--- src/rtl/ppu_ap_issue_queue.sv ---
// Command FIFO + credit-limited issuer feeding the PPU ap-control wrapper; push-to-ap_start is 2 edges.
// Producer sees in_ready low only when the FIFO is full; issue stalls while credits are exhausted.
module ppu_ap_issue_queue #(
    parameter int WORD            = 32,
    parameter int OP_SIZE         = 3,
    parameter int DEPTH           = 4,
    parameter int MAX_OUTSTANDING = 8
) (
    input  logic                                       ap_clk,
    input  logic                                       ap_rst,
    input  logic                                       in_valid,
    output logic                                       in_ready,
    input  logic [WORD-1:0]                            in_op1,
    input  logic [WORD-1:0]                            in_op2,
    input  logic [OP_SIZE-1:0]                         in_op,
    output logic                                       ap_start,
    output logic [WORD-1:0]                            ppu_in1,
    output logic [WORD-1:0]                            ppu_in2,
    output logic [OP_SIZE-1:0]                         ppu_op,
    input  logic                                       ap_done,
    output logic [$clog2(MAX_OUTSTANDING+1)-1:0]       outstanding,
    output logic                                       idle,
    output logic                                       err_underflow
);

    localparam int PW = $clog2(DEPTH);
    localparam int CW = $clog2(DEPTH + 1);
    localparam int OW = $clog2(MAX_OUTSTANDING + 1);

    typedef struct packed {
        logic [WORD-1:0]    op1;
        logic [WORD-1:0]    op2;
        logic [OP_SIZE-1:0] op;
    } cmd_t;

    cmd_t          r_mem [DEPTH];
    logic [PW-1:0] r_wr_ptr;
    logic [PW-1:0] r_rd_ptr;
    logic [CW-1:0] r_count;
    logic [OW-1:0] r_outstanding;
    logic          r_ap_start;
    cmd_t          r_ppu;
    logic          r_err;

    logic          w_push;
    logic          w_issue;
    logic          w_in_ready;

    // Both decisions look only at registered state, so a pop never frees a slot
    // for a push, nor a returning credit an issue, within the same cycle.
    assign w_in_ready = (r_count != CW'(DEPTH));
    assign w_push     = in_valid && w_in_ready;
    assign w_issue    = (r_count != '0) && (r_outstanding < OW'(MAX_OUTSTANDING));

    always_ff @(posedge ap_clk) begin
        if (w_push) begin
            r_mem[r_wr_ptr] <= '{op1: in_op1, op2: in_op2, op: in_op};
        end
    end

    always_ff @(posedge ap_clk or posedge ap_rst) begin
        if (ap_rst) begin
            r_wr_ptr <= '0;
            r_rd_ptr <= '0;
            r_count  <= '0;
        end else begin
            if (w_push) begin
                r_wr_ptr <= r_wr_ptr + PW'(1);
            end
            if (w_issue) begin
                r_rd_ptr <= r_rd_ptr + PW'(1);
            end
            case ({w_push, w_issue})
                2'b10:   r_count <= r_count + CW'(1);
                2'b01:   r_count <= r_count - CW'(1);
                default: r_count <= r_count;
            endcase
        end
    end

    always_ff @(posedge ap_clk or posedge ap_rst) begin
        if (ap_rst) begin
            r_ap_start <= 1'b0;
            r_ppu      <= '0;
        end else begin
            r_ap_start <= w_issue;
            if (w_issue) begin
                r_ppu <= r_mem[r_rd_ptr];
            end
        end
    end

    // A done with nothing in flight is a protocol error; the count saturates at 0.
    always_ff @(posedge ap_clk or posedge ap_rst) begin
        if (ap_rst) begin
            r_outstanding <= '0;
            r_err         <= 1'b0;
        end else if (w_issue && !ap_done) begin
            r_outstanding <= r_outstanding + OW'(1);
        end else if (!w_issue && ap_done) begin
            if (r_outstanding == '0) begin
                r_err <= 1'b1;
            end else begin
                r_outstanding <= r_outstanding - OW'(1);
            end
        end
    end

    assign in_ready      = w_in_ready;
    assign ap_start      = r_ap_start;
    assign ppu_in1       = r_ppu.op1;
    assign ppu_in2       = r_ppu.op2;
    assign ppu_op        = r_ppu.op;
    assign outstanding   = r_outstanding;
    assign idle          = (r_count == '0) && (r_outstanding == '0) && !r_ap_start;
    assign err_underflow = r_err;

endmodule

--- config.mk ---
export PLATFORM = sky130hd
export DESIGN_NAME = ppu_ap_issue_queue
export DESIGN_NICKNAME = d
export VERILOG_FILES = /design/src/rtl/ppu_ap_issue_queue.sv
export SDC_FILE = /design/constraint.sdc
export NUM_CORES = 1
export LEC_CHECK = 0
export ABC_AREA = 1
export BUFFER_PORTS_ARGS = -buffer_cell sky130_fd_sc_hd__buf_2
export CAP_MARGIN = 20
export CORE_MARGIN = 8
export CORE_UTILIZATION = 53
export CTS_CLUSTER_DIAMETER = 40
export CTS_CLUSTER_SIZE = 8
export DETAILED_ROUTE_END_ITERATION = 8
export PLACE_DENSITY = 0.78
export SYNTH_ARGS = -nofsm -noshare
export SYNTH_HDL_FRONTEND = slang
export SYNTH_SLANG_ARGS = --single-unit
--- constraint.sdc ---
create_clock -name ap_clk -period 4.05 [get_ports ap_clk]
set_input_delay 0.2025 -clock ap_clk [delete_from_list [all_inputs] [get_ports ap_clk]]
set_output_delay 0.2025 -clock ap_clk [all_outputs]
set_load 0.05 [all_outputs]
Word level (Yosys, flattened, before mapping):

Memory sizes are Yosys's and may differ from the RTL's. A register that Yosys moved wholly into a read port is not among the register bits.
Cells that the tools add are included.

* flip-flop bits (word level): 13
* memory bits (writable): 268
* bits in latches: 0
* logic and storage cells: 41
* memories: 1
* output and inout port bits: 75
* bits of input ports: 71
* memory bits (read-only): 0

Memory list
* r_mem: depth 4, bits a word 67, rd ports 1, clocked after Yosys merged registers in 1, wr ports 1, RTL line 36 `cmd_t r_mem [DEPTH];`

* muxes and demuxes: 6
* shift operators: 0
* add/subtract/negate cells: 6
* multipliers: 0
* div/mod/pow operators: 0
* equal/unequal tests: 4
* bitwise gates (word level): 1
* reductions and logical operators: 16
* $lt $le $gt $ge: 1

Operators with widths (number)
* $mux W4: 3
* $logic_and A1 B1 Y1: 6
* $pmux W3 S2: 1
* $add A2 B1 Y2 const B: 2
* $add A4 B1 Y4 const B: 1
* $logic_not A4 Y1: 1
* $lt A4 B4 Y1 const B: 1
* $reduce_bool A2 Y1: 2
* $sub A4 B1 Y4 const B: 1
* $add A3 B1 Y3 const B: 1
* $logic_not A1 Y1: 3
* $logic_not A3 Y1: 1
* $ne A3 B3 Y1 const B: 1
* $reduce_and A3 Y1: 1
* $reduce_bool A3 Y1: 1
* $sub A3 B1 Y3 const B: 1
* $eq A2 B1 Y1 const B: 1
* $eq A2 B2 Y1 const B: 1
* $mux W1: 2
* $ne A2 B2 Y1 const B: 1
* $reduce_and A2 Y1: 1
* $not A1 Y1: 1

Logic depth before layout (Yosys ltp):

* word-level depth: 6
* depth in mapped cells: 15
* mapped depth without buffers: 14

Worst setup path before layout:

No wires, ideal clock.

* kind: register to register
* from: register r_count[0]
* to: memory r_mem[0][0] in the netlist's numbering (enable)
* buffers on the path: 0
* cell stages (with the launch flop): 5
* period minus slack after synthesis: 4.492 ns
* path slack: -0.442 ns
* setup time: 0.493 ns
* arrival: 4.000 ns
* path through: dfrtp_1 > inv_2 > nand3_1 > nand2_1 > nor2_1

* word-level cells in the longest chain between the ends: 4

Ends and longest elaborated chain
* from (decl): RTL line 39 `logic [CW-1:0] r_count;`
* from (signal assigned): RTL line 74 `2'b10: r_count <= r_count + CW'(1);`
* from (signal assigned): RTL line 75 `2'b01: r_count <= r_count - CW'(1);`
* from (signal assigned): RTL line 76 `default: r_count <= r_count;`
* $ne A3 B3 Y1: RTL line 51 `assign w_in_ready = (r_count != CW'(DEPTH));`
* named net in_ready: RTL line 12 `output logic in_ready,`
* $logic_and A1 B1 Y1: RTL line 52 `assign w_push = in_valid && w_in_ready;`
* $mux W1: RTL line 56 `if (w_push) begin`
* $mux W1 (not written as such): RTL line 57 `r_mem[r_wr_ptr] <= '{op1: in_op1, op2: in_op2, op: in_op};`
* to (decl): RTL line 36

The timed path passes the listed nets, and every way through them passes these cells.

==> impl_metrics.tcl <==
set metrics [dict create \
    yosysUniqueCellTypes 26 \
    syn_inst 1160 \
    clockBufferDepth 3 \
    reg2reg_depth 7 \
    hold_path_class "in -> reg" \
    worstMarginPinSlew_ps 931 \
    cts.reportedPaths.clkPinSlew_ps 50 \
    cpMostUsedCell "nand2_1" \
    slew_viol_final 0 \
    relSlewSlack 0.379 \
    final_cell_area_mm2 0.0167 \
    core_region_area_mm2 0.0252 \
    power.density_mw_per_mm2 879 \
    wire_per_inst_um 17.6 \
    min_path_cells 3 \
    final_util 0.664 \
    drv_cap 0 \
    power_uw 14700 \
    multi_input_area_mm2 0.00312 \
    finalHoldViolCount 0 \
    syn_area_mm2 0.0136 \
    placement.cell_area_mm2 0.0145 \
    cp.depth 7 \
    ant_nets 0 \
    synth_top_area_frac 0.593 \
    post-route-drc-count 0 \
    synth-seq-area-share 0.741 \
    cts-buffers-inserted 52 \
    grt_usage 0.197 \
    ys_ff_latch 348 \
    yosysWarningCount 0 \
    fmax_ghz 0.410 \
    initial_core_util 0.539 \
    rsz0062_at_grt "no" \
    critPathArrivalTime_ps 2910 \
    grt_pass1_wl_um 48300 \
    syn_area_per_cell_um2 11.7 \
    crit_required_ps 4520 \
    die_width_um 176 \
    row_count 58 \
    cts_root_buf "clkbuf_16" \
    synth_top_area_cell "edfxtp_1" \
    dieArea_mm2 0.0310 \
    via_per_inst 5.15 \
    fillers 1782 \
    layout-drive-gt1-share 0.167 \
    synth_common_cells "291 x nand2_1, 281 x nor2_1, 268 x edfxtp_1, 80 x dfrtp_1, 69 x o21ai_0" \
    syn_to_final_growth_pct 23.3 \
    yosys.cell_count.top_type "nand2_1" \
    p_leak_uw 0.00688 \
    nNetsFinal 1466 \
    port_buffers 145 \
    async_flop_share 0.230 \
    path_class "reg -> reg" \
    min_period_ps 2440 \
    syn_nets 1242 \
    synthFlopType "edfxtp_1" \
    vias 9033 \
    cp-start-kind "flip-flop" \
    finalCritPeriodShare 0.602 \
    drt-pass1-iter-count 5 \
    regArea_mm2 0.0101 \
    finalWirelength_um 30800 \
    cts_tree "yes" \
    ioPinCount 146 \
    die_h_um 176 \
    place.gp.congestion 0.766 \
    setup_viol 0 \
    cp_slowest_stage_delay_ps 890 \
    antenna_found_initial 3 \
    clock_sinks 348 \
    cp_top_family "flip-flops" \
    grt_max_degree 96 \
    ir_drop_v 0.000977 \
    grt_pass1_vias 9500 \
    initialDrtViolationCount 713 \
    worstPathMaxFanout 74 \
    critical_path_buf_inv_count 1 \
    path_cells "buf_4, nor2_1, nor2_1, o21ai_0, nand2_1, nand2_1, nand2_1" \
    slowest_stage "dfrtp_4" \
    synth_edf_count 268 \
    dp_hpwl_um 16500 \
    fin_skew_ps 21.8 \
    synth.area.top_cells "edfxtp_1 59%, dfrtp_1 15%, nand2_1 8.0%" \
    cp-end-kind "flip-flop" \
    clock_latency_ps 550 \
    cts_resized 0 \
    status "completed" \
    overflow 0 \
    htree_levels 2 \
]
[report_power, final]
part / switching (uW) / internal, uW / leakage, uW
clock: 1440 / 2470 / 0.000730
combinational: 4040 / 1390 / 0.00273
sequential: 473 / 4890 / 0.00342
total: 5950 / 8750 / 0.00688
[final cells by class]
type,instances,share of cell area
inverter,20,0.00479
multi-input combinational,734,0.187
antenna,2,0.000299
clock buffer,84,0.0862
timing repair buffer,228,0.0916
tap,330,0.0247
sequential,348,0.601
clock inverter,8,0.00486
[through the flow]
step / cells / hold WS [ps] / worst slack [ps] / TNS, ps
finish: 1754 / 93.2 / 1610 / 0
global route: 1754 / 114 / 1480 / 0
CTS: 1752 / 77.5 / 1620 / 0
detailed placement: 1592 / 392 / 1640 / 0
global placement: 1592 / 387 / 1650 / 0
floorplan: 1160 / 301 / -442 / -118570
[registers in the layout (all words and copies together), names as in the netlist]
register	flops
r_mem	268
ppu_in1	32
ppu_in2	32
outstanding	4
ppu_op	3
r_count	3
r_rd_ptr	2
r_wr_ptr	2
ap_start	1
err_underflow	1
[path summary, 6_finish.rpt]
| check | start | end | slack, ps |
|---|---|---|---|
| worst max-delay path | r_rd_ptr[0]$_DFFE_PP0P_ | ppu_in1[28]$_DFFE_PP0P_ | 1610 |
| worst min-delay path | ap_done | err_underflow$_DFFE_PP0P_ | 90 |
| worst max register to register | r_rd_ptr[0]$_DFFE_PP0P_ | ppu_in1[28]$_DFFE_PP0P_ | 1610 |
| worst min register to register | ppu_op[2]$_DFFE_PP0P_ | ppu_op[2]$_DFFE_PP0P_ | 470 |
| max in group asynchronous | ap_rst | ppu_in2[8]$_DFFE_PP0P_ | 2740 |
| min in group asynchronous | ap_rst | ap_start$_DFF_PP0_ | 370 |
[metal layers]
layer	global-route usage	routed length [um]	part of all wire
met2	0.345	15100	0.49
met3	0.0457	2170	0.070
met4	0.0738	914	0.030
met5	0	8	0.00026
met1	0.234	12600	0.41
[cells by family after synthesis]
logic type / Yosys count / share of synthesized area
and+or+nand+nor: 579 / 0.162
DFF: 348 / 0.741
AOI/OAI and AO/OA: 139 / 0.0515
buffers and inverters: 78 / 0.0316
adders and majority gates: 11 / 0.0112
xor gates and xnor gates: 5 / 0.00323
[tightest hold or removal path, stage by stage]
cell and delay [ps]:
buf_2 90, ha_1 130, a31o_2 150
[cells in the final DEF, fill, tap and decap left out, types with 3 or more instances in the layout]
cell           count
nand2_1          291
nor2_1           277
edfxtp_1         268
buf_2            145
dfrtp_1           78
o21ai_0           69
o21ai_1           68
dlygate4sd3_1     68
clkbuf_16         52
clkbuf_1          30
inv_1             14
buf_4             14
ha_1               9
inv_2              4
nor2_4             4
nand3_1            3
xnor2_1            3
clkinv_2           3
[timing repair]
item	4_1_cts	5_1_grt
endpoints found under the hold margin	317	0
buffers inserted	0	0
hold buffers	68	0
No activity file was read; power rests on OpenSTA's default activity.
